$ cat config.mk
export PLATFORM = sky130hd
export DESIGN_NAME = xo_board_painter_flat
export DESIGN_NICKNAME = d
export VERILOG_FILES = /design/src/rtl/xo_board_painter_if.sv /design/src/rtl/xo_board_painter.sv /design/src/flat_wrapper.sv
export SDC_FILE = /design/constraint.sdc
export NUM_CORES = 1
export LEC_CHECK = 0
export ABC_CLOCK_PERIOD_IN_PS = 3900
export CORE_MARGIN = 2
export CORE_UTILIZATION = 54
export CTS_BUF_LIST = sky130_fd_sc_hd__clkbuf_16
export CTS_CLUSTER_DIAMETER = 40
export CTS_CLUSTER_SIZE = 24
export DETAILED_ROUTE_END_ITERATION = 12
export PLACE_DENSITY_LB_ADDON = 0.12
export SETUP_SLACK_MARGIN = 0.15
export SLEW_MARGIN = 20
export SYNTH_ARGS = -nofsm -noshare
export SYNTH_HDL_FRONTEND = slang
export SYNTH_SLANG_ARGS = --single-unit
$ cat constraint.sdc
create_clock -name clk -period 3.9 [get_ports clk]
set_clock_uncertainty 0.15 [all_clocks]
set_input_delay 0.78 -clock clk [delete_from_list [all_inputs] [get_ports clk]]
set_output_delay 0.78 -clock clk [all_outputs]
set_load 0.005 [all_outputs]
$ cat src/rtl/xo_board_painter_if.sv
// Font ROM lookup bus between the board painter (master) and the character ROM (slave).
interface xo_board_painter_if;
  logic [6:0] char_addr;
  logic [3:0] row_addr;
  logic [2:0] bit_addr;
  logic       font_bit;

  modport master (output char_addr, row_addr, bit_addr, input font_bit);
  modport slave  (input char_addr, row_addr, bit_addr, output font_bit);
endinterface

$ cat src/rtl/xo_board_painter.sv
// N x N tic-tac-toe glyph renderer: pixel -> cell -> font ROM address -> registered text_rgb.
// Optional grid-line overlay enabled by defining XO_GRID_LINES_EN.
module xo_board_painter #(
  parameter int unsigned GRID_N      = 3,
  parameter int unsigned SCALE_SHIFT = 2,
  parameter int unsigned ORIGIN_X    = 192,
  parameter int unsigned ORIGIN_Y    = 384,
  parameter int unsigned BLINK_BIT   = 4,
  parameter logic [2:0]  FG_RGB      = 3'b111,
  parameter logic [2:0]  BG_RGB      = 3'b000,
  parameter logic [2:0]  WIN_RGB     = 3'b010
) (
  input  logic                       clk,
  input  logic                       reset,
  input  logic                       pixel_tick,
  input  logic [9:0]                 pix_x,
  input  logic [9:0]                 pix_y,
  input  logic                       frame_tick,
  input  logic [GRID_N*GRID_N-1:0]   x_matrix,
  input  logic [GRID_N*GRID_N-1:0]   o_matrix,
  input  logic [GRID_N*GRID_N-1:0]   win_mask,
  input  logic                       cursor_en,
  input  logic [3:0]                 cursor_idx,
  xo_board_painter_if.master         font,
  output logic                       xo_on,
  output logic [2:0]                 text_rgb
);

  localparam int unsigned NCELL     = GRID_N * GRID_N;
  localparam int unsigned CELL_SH   = SCALE_SHIFT + 4;
  localparam int unsigned GLYPH_BIT = SCALE_SHIFT + 3;

  logic [NCELL-1:0] x_sh, o_sh, win_sh;
  logic             cursor_en_sh;
  logic [3:0]       cursor_idx_sh;
  logic [4:0]       frame_cnt;

  logic             s1_valid, s1_in_glyph, s1_win, s1_cursor;
  logic [6:0]       char_q;
  logic [3:0]       row_q;
  logic [2:0]       bit_q;

  logic [9:0] dx_c, dy_c, col_c, row_c, idx_c;
  logic       in_box_c, in_glyph_c, cursor_c;
  logic       cell_x_c, cell_o_c, cell_w_c;
  logic [6:0] char_c;
  logic [2:0] fg_c, bg_c, rgb_c;
  logic       on_c;

  // Negative offsets wrap to large values and fall outside the board
  assign dx_c       = pix_x - 10'(ORIGIN_X);
  assign dy_c       = pix_y - 10'(ORIGIN_Y);
  assign col_c      = dx_c >> CELL_SH;
  assign row_c      = dy_c >> CELL_SH;
  assign in_box_c   = (col_c < 10'(GRID_N)) && (row_c < 10'(GRID_N));
  assign in_glyph_c = in_box_c && !dx_c[GLYPH_BIT];
  assign idx_c      = row_c * 10'(GRID_N) + col_c;
  assign cursor_c   = in_box_c && cursor_en_sh && (10'(cursor_idx_sh) == idx_c);

  // Cell contents lookup from the frame-stable shadow copy
  always_comb begin
    cell_x_c = 1'b0;
    cell_o_c = 1'b0;
    cell_w_c = 1'b0;
    for (int unsigned i = 0; i < NCELL; i++) begin
      if (in_box_c && (idx_c == 10'(i))) begin
        cell_x_c = x_sh[i];
        cell_o_c = o_sh[i];
        cell_w_c = win_sh[i];
      end
    end
  end

  // Gap and off-board pixels address the blank character
  always_comb begin
    char_c = 7'h20;
    if (in_glyph_c) begin
      unique case ({cell_x_c, cell_o_c})
        2'b10:   char_c = 7'h58;
        2'b01:   char_c = 7'h4F;
        2'b11:   char_c = 7'h3F;
        default: char_c = cursor_c ? 7'h5F : 7'h20;
      endcase
    end
  end

`ifdef XO_GRID_LINES_EN
  localparam logic [9:0] CELL_MASK = 10'((1 << CELL_SH) - 1);
  logic grid_c, s1_grid;
  assign grid_c = in_box_c && (((dx_c & CELL_MASK) == 10'd0) || ((dy_c & CELL_MASK) == 10'd0));
`endif

  // Stage 2 colour resolution; cursor swaps foreground and background
  always_comb begin
    fg_c  = (s1_win && frame_cnt[BLINK_BIT]) ? WIN_RGB : FG_RGB;
    bg_c  = BG_RGB;
    rgb_c = 3'b000;
    on_c  = 1'b0;
    if (s1_cursor) begin
      fg_c = BG_RGB;
      bg_c = (s1_win && frame_cnt[BLINK_BIT]) ? WIN_RGB : FG_RGB;
    end
    if (s1_valid && s1_in_glyph) begin
      on_c  = 1'b1;
      rgb_c = font.font_bit ? fg_c : bg_c;
    end
`ifdef XO_GRID_LINES_EN
    if (s1_valid && s1_grid && !(s1_in_glyph && font.font_bit)) begin
      on_c  = 1'b1;
      rgb_c = 3'b001;
    end
`endif
  end

  // Shadow capture and frame counter
  always_ff @(posedge clk or negedge reset) begin
    if (!reset) begin
      x_sh          <= '0;
      o_sh          <= '0;
      win_sh        <= '0;
      cursor_en_sh  <= 1'b0;
      cursor_idx_sh <= 4'd0;
      frame_cnt     <= 5'd0;
    end else if (frame_tick) begin
      x_sh          <= x_matrix;
      o_sh          <= o_matrix;
      win_sh        <= win_mask;
      cursor_en_sh  <= cursor_en;
      cursor_idx_sh <= cursor_idx;
      frame_cnt     <= frame_cnt + 5'd1;
    end
  end

  // Two-stage pixel pipeline
  always_ff @(posedge clk or negedge reset) begin
    if (!reset) begin
      s1_valid    <= 1'b0;
      s1_in_glyph <= 1'b0;
      s1_win      <= 1'b0;
      s1_cursor   <= 1'b0;
      char_q      <= 7'd0;
      row_q       <= 4'd0;
      bit_q       <= 3'd0;
      xo_on       <= 1'b0;
      text_rgb    <= 3'b000;
    end else if (pixel_tick) begin
      s1_valid    <= 1'b1;
      s1_in_glyph <= in_glyph_c;
      s1_win      <= cell_w_c;
      s1_cursor   <= cursor_c;
      char_q      <= char_c;
      row_q       <= 4'(dy_c >> SCALE_SHIFT);
      bit_q       <= 3'(dx_c >> SCALE_SHIFT);
      xo_on       <= on_c;
      text_rgb    <= rgb_c;
    end
  end

`ifdef XO_GRID_LINES_EN
  always_ff @(posedge clk or negedge reset) begin
    if (!reset)          s1_grid <= 1'b0;
    else if (pixel_tick) s1_grid <= grid_c;
  end
`endif

  assign font.char_addr = char_q;
  assign font.row_addr  = row_q;
  assign font.bit_addr  = bit_q;

endmodule

$ cat src/flat_wrapper.sv
// flat-port wrapper written by rule: the top's interface ports become plain ports
module xo_board_painter_flat 
#(
  parameter int unsigned GRID_N      = 3,
  parameter int unsigned SCALE_SHIFT = 2,
  parameter int unsigned ORIGIN_X    = 192,
  parameter int unsigned ORIGIN_Y    = 384,
  parameter int unsigned BLINK_BIT   = 4,
  parameter logic [2:0]  FG_RGB      = 3'b111,
  parameter logic [2:0]  BG_RGB      = 3'b000,
  parameter logic [2:0]  WIN_RGB     = 3'b010
)
  (clk, reset, pixel_tick, pix_x, pix_y, frame_tick, x_matrix, o_matrix, win_mask, cursor_en, cursor_idx, xo_on, text_rgb, font_char_addr, font_row_addr, font_bit_addr, font_font_bit);
  xo_board_painter_if font_i ();
  input  logic clk;
  input  logic reset;
  input  logic pixel_tick;
  input  logic [9:0] pix_x;
  input  logic [9:0] pix_y;
  input  logic frame_tick;
  input  logic [GRID_N*GRID_N-1:0] x_matrix;
  input  logic [GRID_N*GRID_N-1:0] o_matrix;
  input  logic [GRID_N*GRID_N-1:0] win_mask;
  input  logic cursor_en;
  input  logic [3:0] cursor_idx;
  output logic xo_on;
  output logic [2:0] text_rgb;
  output wire logic [$bits(font_i.char_addr)-1:0] font_char_addr;
  output wire logic [$bits(font_i.row_addr)-1:0] font_row_addr;
  output wire logic [$bits(font_i.bit_addr)-1:0] font_bit_addr;
  input wire logic [$bits(font_i.font_bit)-1:0] font_font_bit;
  assign font_char_addr = font_i.char_addr;
  assign font_row_addr = font_i.row_addr;
  assign font_bit_addr = font_i.bit_addr;
  assign font_i.font_bit = font_font_bit;
  xo_board_painter #(.GRID_N(GRID_N), .SCALE_SHIFT(SCALE_SHIFT), .ORIGIN_X(ORIGIN_X), .ORIGIN_Y(ORIGIN_Y), .BLINK_BIT(BLINK_BIT), .FG_RGB(FG_RGB), .BG_RGB(BG_RGB), .WIN_RGB(WIN_RGB)) u_core (.clk(clk), .reset(reset), .pixel_tick(pixel_tick), .pix_x(pix_x), .pix_y(pix_y), .frame_tick(frame_tick), .x_matrix(x_matrix), .o_matrix(o_matrix), .win_mask(win_mask), .cursor_en(cursor_en), .cursor_idx(cursor_idx), .font(font_i), .xo_on(xo_on), .text_rgb(text_rgb));
endmodule
==> results.py, run 1 <==
metrics = {
    "pwr": {
        "max-vdd-ir-drop_v": 0.000325,
        "power_density_nw_per_um2": 403,
        "p_leak_nw": 1.96,
    },
    "min_path": {
        "worstHoldStart": "u_core.s1_valid",
        "holdPathEnd": "u_core.s1_valid",
        "holdPathStages": 1,
        "hold_path_class": "register to register",
    },
    "setup_path": {
        "crit_arrival_ns": 3.77,
        "r2r_setup_slack_ns": 1.51,
        "reg2reg_depth": 9,
        "cp.required_ns": 3.92,
        "start_kind": "primary input",
        "worstReg2RegEnd": "u_core.font.char_addr[4]",
        "path_max_fanout": 4,
        "timing.rr.start": "u_core.o_sh[6]",
        "crit_type": "primary input to register",
        "crit_path_end_kind": "register",
    },
    "placed_design": {
        "io_buffers": 70,
        "dp_slack_ns": -0.558,
        "dp_hpwl_mm": 4.76,
        "place_congestion": 0.804,
    },
    "cts": {
        "cts_made_buffers": 5,
        "cts_sinks": 56,
        "htreeDepth": 2,
        "cts-root-buf": "clkbuf_16",
        "clkLatencyLatePin_ns": 0.29,
        "clkTransAtPathRegs_ns": 0.07,
        "cts_tree": "built",
        "clk_path_buf_depth": 2,
    },
    "timing": {
        "slew_headroom_pct": 37.4,
        "finalHoldViolations": 0,
        "drv_slew": 0,
        "timing.fmax_mhz": 267,
        "setup_tns_ns": 0,
        "period_needed_ns": 3.75,
        "tightest_slew_ns": 0.939,
        "fin_crit_sh_pct": 96.1,
        "grt_setup_unrepaired": "yes",
        "timing.final.ws_setup_ns": 0.150,
        "finalSetupViolations": 0,
    },
    "routing": {
        "drt_wl_total_mm": 8.07,
        "post_drt_via_cell_ratio": 5.64,
        "ant_nets": 0,
        "dr.pass1.iters": 4,
        "via_count": 2373,
        "drt_iter0_markers": 127,
        "drc": 0,
        "drt-wirelength-per-cell_um": 19.2,
    },
    "finish": {
        "final_common_cell": "clkdlybuf4s50_1",
        "final_cell_mix": "clkdlybuf4s50_1 (63), dfrtp_1 (56), mux2_2 (42), buf_4 (41), ha_4 (10)",
        "fin_nets": 423,
        "multi_input_comb_area_um2": 1940,
        "fillers": 288,
        "area_growth_pct": 51.1,
        "drive_above_1_share_pct": 45.6,
        "seqCellArea_um2": 1400,
        "diodes": 0,
    },
    "synthesis": {
        "syn_inst": 238,
        "netlist_area_um2": 3070,
        "avgSynthCellArea_um2": 12.9,
        "seq_area_frac_synth_pct": 45.6,
        "ys_top_cells_by_area": "dfrtp_1 (46%), mux2_2 (16%), ha_1 (6.9%)",
        "yosysUniqueCellTypes": 51,
        "yosys.area.top_type_share_pct": 45.6,
        "async_flop_share_pct": 100,
        "synth_top_flop_cell": "dfrtp_1",
        "ys_seq_elements": 56,
        "yosys.area.top_type": "dfrtp_1",
        "syn-num-nets": 313,
        "ys_warn_count": 0,
        "synth_edf_count": 0,
    },
    "global_routing": {
        "grt_max_degree": 43,
        "grt_use_met3_pct": 5.20,
        "grt_busiest_layer": "met2",
        "grt_use_total_pct": 26.1,
        "use_met1_pct": 31.7,
        "antenna_found_initial": 0,
        "grt_pass1_wl_mm": 12.4,
        "grtUsageMet2_pct": 46.5,
        "first_global_vias": 2572,
        "grt-ovfl-total": 0,
    },
    "floorplanning": {
        "ioPinCount": 75,
        "fp-row-count": 27,
        "initial_core_util_pct": 55.8,
        "dieArea_um2": 6310,
        "die_height_um": 79.5,
        "fp.dieW_um": 79.5,
        "core-area_um2": 5510,
    },
    "job": {
        "maxCapViolations": 0,
    },
    "run_status": {
        "status": "finished, final reports clean",
    },
}
cell type report:
cell class,instances,share of cell area (%)
Multi-Input combinational cell,160,41.7
Sequential cell,56,30.2
Timing Repair Buffer,114,22.1
Clock buffer,5,2.69
Tap cell,72,1.94
Inverter,11,0.996
Clock inverter,3,0.377
how the worst max path moves through the flow:
| stage | from | endpoint | slack [ns] | cells after the start |
|---|---|---|---|---|
| floorplan | pix_y[7] | u_core.font.char_addr[4] | 0.17 | 17 |
| global placement | pix_y[7] | u_core.font.char_addr[2] | -0.47 | 17 |
| detailed placement | pix_y[7] | u_core.font.char_addr[4] | -0.56 | 18 |
| CTS | pix_y[7] | u_core.font.char_addr[4] | 0.15 | 17 |
| global route | pix_x[8] | u_core.font.char_addr[4] | 0.05 | 14 |
| finish | pix_x[8] | u_core.font.char_addr[4] | 0.15 | 14 |
report_power, final:
part	internal, mW	leakage, nW	switching (mW)
Combinational	0.408	1.21	0.318
Clock	0.238	0.0754	0.208
Sequential	0.650	0.671	0.0511
routing by layer:
layer  part of all wire [%]  vias up
li1                       -     1087
met1                     40     1179
met2                     52       81
met3                    4.0       26
met4                    3.1        0
met5                      0        -
Yosys cell counts, types with 3 or more instances:
master / count
a21o_1: 5
a21oi_1: 5
a31oi_1: 3
buf_4: 3
clkbuf_1: 6
dfrtp_1: 56
ha_1: 17
inv_1: 10
mux2_2: 43
mux2i_1: 3
mux4_2: 4
nand2_1: 9
nand3_1: 4
nand4_1: 3
nor2_1: 4
nor3_1: 4
o21ai_0: 7
xnor2_1: 10
xnor2_2: 3
xor2_1: 3
timing repair:
item,in CTS,in global routing
gates resized for setup,45,29
setup endpoints to repair,5,5
hold buffers,0,0
buffers inserted,7,3
pin swaps,21,27
metrics by stage:
stage          util, %  hold WS [ns]  total power [mW]  instance area (um^2)  instances
6_report          84.4         0.323              1.87                  4650        421
5_1_grt           84.4         0.350              1.96                  4650        421
4_1_cts           82.3         0.323              1.81                  4530        418
3_5_place_dp      75.6         0.306              1.27                  4160        403
3_3_place_gp      75.6         0.304              1.25                  4160        403
2_1_floorplan        -         0.290              1.05                  3180        238
cells by family after synthesis:
group           share of synthesized area (%)
fa+ha+maj                                7.57
xor+xnor                                 6.55
flops                                    45.6
compound gates                           9.85
simple gates                             7.28
buf+inv                                  3.13
mux                                      20.0
flip-flops by register name, summed over array words and instances (netlist names), 2 cells and up:
signal,count
u_core.o_sh,9
u_core.cursor_idx_sh,4
u_core.font.row_addr,4
u_core.text_rgb,2
u_core.win_sh,9
u_core.frame_cnt,5
u_core.font.char_addr,5
u_core.x_sh,9
u_core.font.bit_addr,3
critical path, cell delays in order:
cell and delay, ns:
clkdlybuf4s50_1 0.50, xnor2_2 0.31, ha_4 0.29, xnor2_4 0.20, mux2i_2 0.26, o21ai_1 0.12
o21bai_1 0.22, o21ai_2 0.10, a32o_2 0.29, ha_4 0.19, nor3_4 0.23, nor3_2 0.08
a21oi_2 0.12, o31ai_2 0.08
Note: power is estimated with default switching activity, not from simulation.
==> inputs of run 2 (changes only) <==
- ABC_CLOCK_PERIOD_IN_PS: 3900 -> 4200
- CORE_UTILIZATION: 54 -> 50
- clock period: 3.9 -> 4.2 ns (I/O delays scaled with it)
==> results.py, run 2 (synthesis gave the netlist of run 1 again) <==
metrics = {
    "routing": {
        "post_drt_via_cell_ratio": 5.40,
        "via_count": 2316,
        "drt_iter0_markers": 70,
        "drt_wl_total_mm": 7.01,
        "dr.pass1.iters": 4,
        "ant_nets": 0,
        "drt-wirelength-per-cell_um": 16.3,
        "drc": 0,
    },
    "finish": {
        "fin_util_pct": 77.7,
        "fin_nets": 428,
        "final_common_cell": "clkdlybuf4s50_1",
        "diodes": 0,
        "largestRegisters": "u_core.o_sh (9), u_core.win_sh (9), u_core.x_sh (9)",
        "multi_input_comb_area_um2": 1860,
        "final_cell_mix": "clkdlybuf4s50_1 (65), dfrtp_1 (56), buf_4 (47), mux2_2 (43), inv_1 (10)",
        "fillers": 382,
        "area_growth_pct": 49.7,
        "drive_above_1_share_pct": 42.7,
        "seqCellArea_um2": 1400,
    },
    "run_status": {
        "status": "finished, final reports clean",
    },
    "cts": {
        "cts_tree": "built",
        "clkLatencyLatePin_ns": 0.29,
        "cts_sinks": 56,
        "htreeDepth": 2,
        "cts-root-buf": "clkbuf_16",
        "clkTransAtPathRegs_ns": 0.07,
        "cts_made_buffers": 5,
        "clk_path_buf_depth": 2,
    },
    "setup_path": {
        "start_kind": "primary input",
        "crit_type": "primary input to register",
        "path_max_fanout": 7,
        "cp.required_ns": 4.22,
        "crit_path_end_kind": "register",
        "crit_arrival_ns": 4.04,
    },
    "timing": {
        "grt_setup_unrepaired": "no",
        "drv_slew": 0,
        "finalSetupViolations": 0,
        "fin_crit_sh_pct": 95.7,
        "slew_headroom_pct": 48.8,
        "period_needed_ns": 4.02,
        "hold_slack_ns": 0.331,
        "timing.fmax_mhz": 249,
        "tightest_slew_ns": 0.768,
        "finalHoldViolations": 0,
    },
    "global_routing": {
        "grt_max_degree": 38,
        "grt_pass1_wl_mm": 10.6,
        "grt_use_total_pct": 20.5,
        "antenna_found_initial": 0,
        "grt-ovfl-total": 0,
        "first_global_vias": 2264,
    },
    "floorplanning": {
        "initial_core_util_pct": 51.9,
        "fp-row-count": 28,
        "ioPinCount": 75,
        "fp.dieW_um": 82.4,
        "dieArea_um2": 6790,
        "die_height_um": 82.4,
        "core-area_um2": 5920,
    },
    "min_path": {
        "hold_path_class": "register to register",
    },
    "placed_design": {
        "io_buffers": 70,
        "dp_hpwl_mm": 4.71,
        "place_congestion": 0.774,
    },
    "pwr": {
        "p_total_mw": 1.68,
        "p_leak_nw": 1.96,
        "max-vdd-ir-drop_v": 0.000241,
        "power_density_nw_per_um2": 365,
    },
    "job": {
        "maxCapViolations": 0,
    },
}
==> run 2: cell count changes in the layout (fill, tap and decap cells not counted), sizes merged <==
cell           before  now
clkdlybuf4s50      63   65
clkbuf              8    7
dlymetal6s2s        0    1
buf                47   50
clkinvlp            0    1
inv                12   11
==> run 2: area by class of cell <==
type,count,share of cell area (%)
multi-input combinational,160,40.5
sequential,56,30.5
timing repair buffer,119,23.1
clock buffer,5,2.72
tap,75,2.04
inverter,11,0.897
clock inverter,3,0.326
==> run 2: timing repair <==
item | 4_1_cts | 5_1_grt
hold endpoints to repair | 0 | 0
gates resized for setup | 24 | 32
pin swaps | 10 | 15
buffers inserted | 4 | 7
hold buffers | 0 | 0
endpoints found under the setup margin | 5 | 5
==> run 2: power by group <==
group	internal, mW	leakage (nW)	total, mW	switching (mW)
sequential	0.604	0.671	0.647	0.0432
clock	0.217	0.0687	0.398	0.181
combinational	0.371	1.22	0.636	0.265
==> run 2: metal layers <==
| metal | wire (um) | GRT usage [%] |
|---|---|---|
| met5 | 0 | 0 |
| met4 | 88 | 6.33 |
| met3 | 232 | 4.13 |
| met2 | 3670 | 33.9 |
| met1 | 3020 | 27.1 |
==> run 2: through the flow <==
| stage | std cells | cell area, um^2 | setup TNS, ns | setup slack [ns] |
|---|---|---|---|---|
| 2_1_floorplan | 238 | 3090 | 0 | 0.181 |
| 3_3_place_gp | 410 | 4110 | -1.69 | -0.376 |
| 3_5_place_dp | 410 | 4110 | -2.01 | -0.450 |
| 4_1_cts | 422 | 4390 | 0 | 0.147 |
| 5_1_grt | 429 | 4600 | 0 | 0.0642 |
| 6_report | 429 | 4600 | 0 | 0.181 |
==> run 2: final timing paths <==
check / from / cells after the start / slack, ns / endpoint
setup / recovery: pix_x[7] / 17 / 0.18 / u_core.font.char_addr[4]
hold / removal: u_core.frame_cnt[3] / 1 / 0.33 / u_core.frame_cnt[3]
setup reg to reg: u_core.o_sh[7] / 10 / 1.73 / u_core.font.char_addr[4]
hold reg to reg: u_core.frame_cnt[3] / 1 / 0.33 / u_core.frame_cnt[3]
max in group asynchronous: reset / 2 / 2.64 / u_core.cursor_en_sh
min in group asynchronous: reset / 1 / 0.47 / u_core.o_sh[5]
==> run 2: worst max-delay path, cell delays in order <==
cell and delay, ns:
clkdlybuf4s50_1 0.51, a21oi_1 0.09, xnor2_1 0.27, inv_1 0.13, ha_4 0.31, nand3_4 0.09
nor4_4 0.34, mux2i_2 0.13, o211ai_2 0.11, and2_4 0.21, buf_4 0.11, a32oi_1 0.12
ha_4 0.24, nor3_4 0.20, nor3_2 0.05, a21oi_1 0.17, o31ai_2 0.09
